$ cat src/rtl/tpu_pkg.sv
// Shared types for the systolic operand path: skew mode, skew FSM states and
// the drain counter width helper.
package tpu_pkg;

  typedef enum logic {
    SKEW_MODE   = 1'b0,
    DESKEW_MODE = 1'b1
  } skew_mode_e;

  typedef enum logic [1:0] {
    IDLE  = 2'd0,
    RUN   = 2'd1,
    DRAIN = 2'd2
  } skew_state_e;

  // Width of a counter that must hold ARRAY_SIZE-1; never narrower than 1 bit.
  function automatic int drain_cnt_w(input int n);
    return (n < 2) ? 1 : $clog2(n);
  endfunction

endpackage

$ cat src/rtl/skew_delay_lane.sv
// One lane's delay chain: DEPTH enable-gated registers. Tap t is the lane
// input delayed by t shifts (tap 0 is the input itself).
module skew_delay_lane #(
  parameter int DEPTH      = 1,
  parameter int DATA_WIDTH = 8
) (
  input  logic                             clk,
  input  logic                             srstn,
  input  logic                             en,
  input  logic [DATA_WIDTH-1:0]            din,
  output logic [(DEPTH+1)*DATA_WIDTH-1:0]  taps
);

  logic [DATA_WIDTH-1:0] stage_q [DEPTH];
  logic [DATA_WIDTH-1:0] stage_d [DEPTH];

  always_comb begin
    for (int j = 0; j < DEPTH; j++) stage_d[j] = stage_q[j];
    if (en) begin
      stage_d[0] = din;
      for (int j = 1; j < DEPTH; j++) stage_d[j] = stage_q[j-1];
    end
  end

  always_ff @(posedge clk or negedge srstn) begin
    if (!srstn) begin
      for (int j = 0; j < DEPTH; j++) stage_q[j] <= '0;
    end else begin
      for (int j = 0; j < DEPTH; j++) stage_q[j] <= stage_d[j];
    end
  end

  always_comb begin
    taps[DATA_WIDTH-1:0] = din;
    for (int j = 0; j < DEPTH; j++) taps[(j+1)*DATA_WIDTH +: DATA_WIDTH] = stage_q[j];
  end

endmodule

$ cat src/rtl/systolic_skew_buffer.sv
// Diagonal skew/deskew of ARRAY_SIZE-lane vectors for a systolic array, with
// automatic zero-padded drain after each frame.
module systolic_skew_buffer
  import tpu_pkg::*;
#(
  parameter int ARRAY_SIZE = 16,
  parameter int DATA_WIDTH = 8
) (
  input  logic                           clk,
  input  logic                           srstn,
  input  logic                           mode,
  input  logic                           in_valid,
  output logic                           in_ready,
  input  logic [ARRAY_SIZE*DATA_WIDTH-1:0] in_data,
  input  logic                           in_last,
  output logic                           out_valid,
  input  logic                           out_ready,
  output logic [ARRAY_SIZE*DATA_WIDTH-1:0] out_data,
  output logic                           out_last,
  output logic                           busy,
  output skew_state_e                    dbg_state
);

  // Handshake: a beat moves on a side when its valid and ready are both high
  // at the rising edge; ready never depends on the same side's valid.

  localparam int VW = ARRAY_SIZE * DATA_WIDTH;
  localparam int CW = drain_cnt_w(ARRAY_SIZE);

  skew_state_e           state_q, state_d;
  skew_mode_e            mode_q, mode_d, mode_eff;
  logic [CW-1:0]         drain_cnt_q, drain_cnt_d;
  logic                  out_valid_q, out_valid_d;
  logic                  out_last_q, out_last_d;
  logic [VW-1:0]         out_data_q, out_data_d;
  logic                  step, accept;
  logic [VW-1:0]         lane_in, tapped;
  logic [VW-1:0]         lane_taps [ARRAY_SIZE];

  assign step     = (!out_valid_q || out_ready) && ((state_q == DRAIN) || in_valid);
  assign accept   = step && (state_q != DRAIN);
  assign in_ready = srstn && (state_q != DRAIN) && (!out_valid_q || out_ready);
  assign lane_in  = (state_q == DRAIN) ? '0 : in_data;
  // The first beat of a frame already routes through the newly requested mode.
  assign mode_eff = (state_q == IDLE) ? skew_mode_e'(mode) : mode_q;

  for (genvar g = 0; g < ARRAY_SIZE; g++) begin : g_lane
    skew_delay_lane #(
      .DEPTH      (ARRAY_SIZE - 1),
      .DATA_WIDTH (DATA_WIDTH)
    ) u_lane (
      .clk   (clk),
      .srstn (srstn),
      .en    (step),
      .din   (lane_in[g*DATA_WIDTH +: DATA_WIDTH]),
      .taps  (lane_taps[g])
    );
  end

  always_comb begin
    tapped = '0;
    for (int i = 0; i < ARRAY_SIZE; i++) begin
      for (int t = 0; t < ARRAY_SIZE; t++) begin
        if (t == ((mode_eff == DESKEW_MODE) ? (ARRAY_SIZE - 1 - i) : i))
          tapped[i*DATA_WIDTH +: DATA_WIDTH] = lane_taps[i][t*DATA_WIDTH +: DATA_WIDTH];
      end
    end
  end

  always_comb begin
    state_d     = state_q;
    mode_d      = mode_q;
    drain_cnt_d = drain_cnt_q;
    out_valid_d = out_valid_q;
    out_last_d  = out_last_q;
    out_data_d  = out_data_q;
    case (state_q)
      IDLE: begin
        if (accept) begin
          mode_d = skew_mode_e'(mode);
          if (in_last) begin
            state_d     = DRAIN;
            drain_cnt_d = CW'(ARRAY_SIZE - 1);
          end else begin
            state_d = RUN;
          end
        end
      end
      RUN: begin
        if (accept && in_last) begin
          state_d     = DRAIN;
          drain_cnt_d = CW'(ARRAY_SIZE - 1);
        end
      end
      DRAIN: begin
        if (step) begin
          drain_cnt_d = drain_cnt_q - 1'b1;
          if (drain_cnt_q == CW'(1)) state_d = IDLE;
        end
      end
      default: state_d = IDLE;
    endcase
    if (step) begin
      out_valid_d = 1'b1;
      out_last_d  = (state_q == DRAIN) && (drain_cnt_q == CW'(1));
      out_data_d  = tapped;
    end else if (out_ready) begin
      out_valid_d = 1'b0;
      out_last_d  = 1'b0;
    end
  end

  always_ff @(posedge clk or negedge srstn) begin
    if (!srstn) begin
      state_q     <= IDLE;
      mode_q      <= SKEW_MODE;
      drain_cnt_q <= '0;
      out_valid_q <= 1'b0;
      out_last_q  <= 1'b0;
      out_data_q  <= '0;
    end else begin
      state_q     <= state_d;
      mode_q      <= mode_d;
      drain_cnt_q <= drain_cnt_d;
      out_valid_q <= out_valid_d;
      out_last_q  <= out_last_d;
      out_data_q  <= out_data_d;
    end
  end

  assign out_valid = out_valid_q;
  assign out_last  = out_last_q;
  assign out_data  = out_data_q;
  assign busy      = (state_q != IDLE) || out_valid_q;
  assign dbg_state = state_q;

endmodule

$ cat config.mk
export PLATFORM = sky130hd
export DESIGN_NAME = systolic_skew_buffer
export DESIGN_NICKNAME = d
export VERILOG_FILES = /design/src/rtl/tpu_pkg.sv /design/src/rtl/skew_delay_lane.sv /design/src/rtl/systolic_skew_buffer.sv
export SDC_FILE = /design/constraint.sdc
export NUM_CORES = 2
export LEC_CHECK = 0
export BUFFER_PORTS_ARGS = -buffer_cell sky130_fd_sc_hd__buf_2
export CAP_MARGIN = 0
export CORE_MARGIN = 3
export CORE_UTILIZATION = 30
export DETAILED_ROUTE_END_ITERATION = 10
export MAX_ROUTING_LAYER = met4
export PLACE_DENSITY = 0.46
export SLEW_MARGIN = 20
export SYNTH_ARGS = -nofsm -noshare
export SYNTH_HDL_FRONTEND = slang
export SYNTH_HIERARCHICAL = 1
export SYNTH_SLANG_ARGS = --single-unit
export TNS_END_PERCENT = 5
$ cat constraint.sdc
create_clock -name clk -period 2.4 [get_ports clk]
set_input_delay 0.24 -clock clk [delete_from_list [all_inputs] [get_ports clk]]
set_output_delay 0.24 -clock clk [all_outputs]
set_load 0.01 [all_outputs]
==> After elaboration in Yosys (flattened, before gate mapping) <==
Index checks and enable logic that the tools add are counted.
{ "word_totals": {"input_bits": 134, "regBits": 2057, "output_inout_bits": 134} }
{ "op_classes": {"n_addsub": 1, "mux": 288, "reduce_logical": 33, "n_eq_ne": 249} }
{ "op_table": {"columns": ["op", "count"], "rows": [
  ["$eq A5 B32 Y1 const A", 112],
  ["$eq A4 B32 Y1 const A", 64],
  ["$mux W8", 256],
  ["$eq A3 B32 Y1 const A", 32],
  ["$eq A2 B32 Y1 const A", 16],
  ["$logic_not A32 Y1", 16],
  ["$mux W128", 1],
  ["$mux W4", 20],
  ["$eq A4 B4 Y1 const A", 16],
  ["$ne A2 B2 Y1 const B", 6],
  ["$pmux W4 S3", 1],
  ["$mux W2", 5],
  ["$logic_and A1 B1 Y1", 6],
  ["$pmux W2 S3", 1],
  ["$reduce_and A5 Y1", 1],
  ["$eq A4 B1 Y1 const B", 1],
  ["$mux W1", 4],
  ["$reduce_and A4 Y1", 1],
  ["$reduce_bool A2 Y1", 2],
  ["$sub A4 B1 Y4 const B", 1],
  ["$logic_or A1 B1 Y1", 3],
  ["$reduce_bool A3 Y1", 1],
  ["$eq A2 B1 Y1 const B", 1],
  ["$eq A2 B2 Y1 const B", 1],
  ["3 further kinds", 3]
]} }

==> Depth between registers and ports, before layout <==
{ "depth": {"depth_word": 20, "mapped_depth": 8, "ltp_nobuf": 6} }

==> By module <==
Netlist, hierarchy kept.
{ "by_module_without_submodules": {"columns": ["mod", "cells_per_inst", "area_per_inst_um2", "n_inst", "seq_area_each_um2"], "rows": [
  ["skew_delay_lane", 261, 4548.1, 16, 3002.9],
  ["systolic_skew_buffer", 747, 7370.8, 1, 3428.3]
]} }

==> Worst setup path after synthesis <==
Ideal clock, no wire load.
{ "synth_timing": {"path_type": "flip-flop to flip-flop", "from": "register state_q[0] (netlist: dbg_state[0])", "to": "register g_lane[0].u_lane.stage_q, in the netlist g_lane[0].u_lane/taps[100]", "setup_time_ns": 0.125, "t_arrival_ns": 2.147, "slack_ns": 0.128, "synth_period_minus_slack_ns": 2.272, "stages_incl_launch_ff": 8, "cell_sequence": "dfrtp_1 -> and2b_4 -> o21ai_4 -> buf_6 -> inv_2 -> buf_6 -> buf_6 -> mux2_2"} }
{ "synth_via": {"elab_chain_len": 3} }
{ "synth_rtl": {"columns": ["element", "line", "rtl"], "rows": [
  ["start: declaration", "systolic_skew_buffer.sv:30", "skew_state_e state_q, state_d;"],
  ["start signal: assignment", "systolic_skew_buffer.sv:122", "state_q <= state_d;"],
  ["$eq A2 B2 Y1", "systolic_skew_buffer.sv:40", "assign step = (!out_valid_q || out_ready) && ((state_q == DRAIN) || in_valid);"],
  ["$logic_or A1 B1 Y1", "systolic_skew_buffer.sv:40", null],
  ["$logic_and A1 B1 Y1", "systolic_skew_buffer.sv:40", null],
  ["end: declaration", "skew_delay_lane.sv:14", "logic [DATA_WIDTH-1:0] stage_q [DEPTH];"]
]} }
No other way between the ends.
A chain may end at the register's enable or synchronous reset.

==> Worst setup path after layout <==
{ "layout_timing": {"from": "register state_q[0] (netlist: dbg_state[0])", "to": "output port in_ready"} }
{ "layout_via": {"elab_chain_len": 3} }
{ "layout_rtl": {"columns": ["element", "line", "rtl"], "rows": [
  ["$ne A2 B2 Y1", "systolic_skew_buffer.sv:42", "assign in_ready = srstn && (state_q != DRAIN) && (!out_valid_q || out_ready);"],
  ["$logic_and A1 B1 Y1 (2 in series)", "systolic_skew_buffer.sv:42", null],
  ["end: declaration", "systolic_skew_buffer.sv:13", "output logic in_ready,"]
]} }
No other way between the ends.

==> impl_metrics.xml <==
<?xml version="1.0" encoding="UTF-8"?>
<metrics>
  <group name="status">
    <metric name="run_status" unit="">finished, final reports clean</metric>
  </group>
  <group name="logic_synthesis">
    <metric name="post_synth.cell_area_avg" unit="sq um">16.1</metric>
    <metric name="synthesis.nets" unit="">4027</metric>
    <metric name="synth_warnings" unit="">6</metric>
    <metric name="synth_cells" unit="">3891</metric>
    <metric name="synth_area" unit="sq mm">0.0628</metric>
  </group>
  <group name="placement">
    <metric name="placed_cells_incl_taps" unit="">6815</metric>
    <metric name="buffers_on_ports" unit="">267</metric>
    <metric name="finalWeightedCongestion" unit="">0.699</metric>
    <metric name="hpwlAfterDp" unit="mm">71.4</metric>
  </group>
  <group name="critical_path">
    <metric name="crit_required" unit="ns">2.16</metric>
    <metric name="critical_setup_path_kind" unit="">reg2out</metric>
    <metric name="start_kind" unit="">register</metric>
    <metric name="timing.critical_path.slowest_stage_cell" unit="">dfrtp_1</metric>
    <metric name="cp_slowest_stage_delay" unit="ns">0.48</metric>
    <metric name="worstPathMaxFanout" unit="">11</metric>
    <metric name="arrival" unit="ns">1.98</metric>
    <metric name="end_kind" unit="">output port</metric>
    <metric name="cell_chain_of_the_critical_path" unit="">nand2b_4 &gt; and3_1 &gt; buf_2</metric>
    <metric name="critical_path.top_delay_family" unit="">simple AND/OR/NAND/NOR gates</metric>
    <metric name="critPathBufInv" unit="">1</metric>
  </group>
  <group name="power">
    <metric name="internal_power" unit="mW">73.0</metric>
    <metric name="p_sw" unit="mW">28.6</metric>
    <metric name="power.static_leakage" unit="nW">33.3</metric>
    <metric name="clock_power_share" unit="%">27.4</metric>
    <metric name="ir_drop" unit="uV">720</metric>
    <metric name="total_power" unit="mW">102</metric>
    <metric name="power.share.sequential" unit="%">46.4</metric>
    <metric name="sw_frac_of_total" unit="%">28.1</metric>
    <metric name="power.share.combinational" unit="%">26.2</metric>
    <metric name="power_density" unit="mW/mm^2">1370</metric>
  </group>
  <group name="global_routing">
    <metric name="grt_pass1_wl" unit="mm">194</metric>
    <metric name="antenna_found_initial" unit="">7</metric>
    <metric name="overflow" unit="">0</metric>
    <metric name="combined_global_route_utilization_of_all_metal_layers" unit="%">11.4</metric>
    <metric name="grt_start_max_net_pins" unit="">117</metric>
    <metric name="number_of_global_route_vias_before_repair" unit="">33985</metric>
  </group>
  <group name="cells_and_area">
    <metric name="layout.nets" unit="">4481</metric>
    <metric name="layout-drive-gt1-share" unit="%">47.8</metric>
    <metric name="fillers" unit="">19932</metric>
    <metric name="final_cell_count_no_fill" unit="">7282</metric>
    <metric name="post-route-util" unit="%">35.8</metric>
    <metric name="areaGrowthSynthToFinish" unit="%">18.4</metric>
  </group>
  <group name="clock_network">
    <metric name="clock_pin_slew_on_the_worst_setup_and_hold_paths" unit="ns">0.06</metric>
    <metric name="ctsHtreeMaxLevel" unit="">4</metric>
    <metric name="cts_max_path_buffers" unit="">3</metric>
    <metric name="cts_root_buf" unit="">clkbuf_16</metric>
    <metric name="tritoncts" unit="">done</metric>
    <metric name="clock-sinks" unit="">1609</metric>
    <metric name="clock_latency" unit="ns">0.81</metric>
    <metric name="numCtsBuffers" unit="">182</metric>
    <metric name="cts_setup_buffers" unit="">0</metric>
  </group>
  <group name="die">
    <metric name="fp.dieW" unit="um">463</metric>
    <metric name="core-area" unit="sq mm">0.207</metric>
    <metric name="die_area" unit="sq mm">0.215</metric>
    <metric name="std_cell_rows" unit="">167</metric>
    <metric name="io_pins" unit="">268</metric>
    <metric name="die_h" unit="um">463</metric>
    <metric name="initial_core_util" unit="%">30.3</metric>
  </group>
  <group name="drt">
    <metric name="route.detailed.wl_per_inst" unit="um">16.1</metric>
    <metric name="via_density_per_instance" unit="">4.32</metric>
    <metric name="wl" unit="mm">117</metric>
    <metric name="detailroute.via_count" unit="">31432</metric>
    <metric name="drc" unit="">0</metric>
    <metric name="dr.pass1.iters" unit="">4</metric>
    <metric name="initialDrtViolationCount" unit="">1347</metric>
    <metric name="count_of_antenna_violating_nets_left_after_detailed_routing" unit="">0</metric>
  </group>
  <group name="timing">
    <metric name="fin_tns_setup" unit="ns">0</metric>
    <metric name="timing.final.crit_period" unit="ns">2.22</metric>
    <metric name="finalMaxSlewViolations" unit="">0</metric>
    <metric name="timing.final.crit_share" unit="%">92.7</metric>
    <metric name="rsz0062_at_grt" unit="">yes</metric>
    <metric name="setup_viol_count_final" unit="">0</metric>
    <metric name="max_slew_margin" unit="%">48.4</metric>
    <metric name="max_slew.worst_pin.slew" unit="ns">0.772</metric>
    <metric name="hold_violations" unit="">0</metric>
    <metric name="fin_worst_skew" unit="ns">0.0340</metric>
    <metric name="maxClockFrequency" unit="MHz">450</metric>
  </group>
  <group name="min_path">
    <metric name="hold_path_class" unit="">in2reg</metric>
  </group>
  <group name="run">
    <metric name="max_cap_viol_count" unit="">0</metric>
  </group>
</metrics>
[power groups by stage]
| stage | registers, mW | logic [mW] | clock network (mW) |
|---|---|---|---|
| finish | 47.1 | 26.6 | 27.8 |
| global route | 49.1 | 29.5 | 30.2 |
| CTS | 47.4 | 27.3 | 29.1 |
| detailed placement | 47.9 | 27.0 | 0 |
| global placement | 47.7 | 26.4 | 0 |
| floorplan | 45.3 | 22.0 | 0 |
[final cells by class]
type | instances | area [sq um] | area share, %
antenna | 2 | 5.00 | 0.00673
sequential | 1609 | 40300 | 54.2
clock buffer | 283 | 5440 | 7.31
tap | 2788 | 3490 | 4.69
timing repair buffer | 525 | 4430 | 5.96
inverter | 4 | 22.5 | 0.0303
multi-input combinational | 2023 | 20100 | 27.0
clock inverter | 48 | 629 | 0.846
[metrics by stage]
step	instance area [sq um]	setup WS [ns]	hold slack, ns
floorplan	62800	0.128	-0.0556
global placement	66900	0.227	0.183
detailed placement	66900	0.175	0.184
CTS	74300	0.0309	0.0158
global route	74300	-0.00483	0.0108
finish	74300	0.176	0.0523
[cell usage in the layout, fill, tap and decap left out, types with 21 or more instances in the layout]
| cell type | count |
|---|---|
| clkbuf_16 | 185 |
| dfrtp_1 | 1609 |
| buf_12 | 66 |
| clkinv_2 | 21 |
| and2_1 | 128 |
| dlygate4sd3_1 | 133 |
| buf_4 | 60 |
| clkbuf_1 | 54 |
| mux2i_1 | 128 |
| buf_2 | 266 |
| clkbuf_8 | 44 |
| o21ai_1 | 120 |
| mux2_2 | 1472 |
| nand2_1 | 130 |
[registers in the layout (all words and copies together), names as in the netlist]
name and count:
out_data 128, out_last 1, drain_cnt_q 4, dbg_state 2
mode_q 1, g_lane.u_lane/taps 1472, out_valid 1
[what timing repair did]
item | in CTS | in global routing
resized for setup | 0 | 1
setup endpoints to repair | 0 | 1
hold buffers | 133 | 0
endpoints found under the hold margin | 1210 | 0
[worst paths after layout]
kind / startpoint / to / slack [ns] / depth (start not counted)
max: dbg_state[0] / in_ready / 0.18 / 3
min: in_data[7] / g_lane[0].u_lane/taps[15] / 0.05 / 3
max reg2reg: dbg_state[0] / g_lane[14].u_lane/taps[28] / 0.19 / 6
min reg2reg: g_lane[15].u_lane/taps[29] / g_lane[15].u_lane/taps[37] / 0.48 / 1
max in group asynchronous: srstn / g_lane[1].u_lane/taps[20] / 1.02 / 3
min in group asynchronous: srstn / g_lane[10].u_lane/taps[41] / 0.26 / 3
[routing by layer]
metal / GRT usage [%] / wire length, um
met1: 15.4 / 56100
met2: 16.9 / 52400
met3: 2.78 / 5770
met4: 3.37 / 2730
met5: - / 0
[tightest hold or removal path, cell delays in order]
cell and delay [ns]:
buf_2 0.07, and2_1 0.29, mux2_2 0.21
Power figures use the tool's default switching activity.
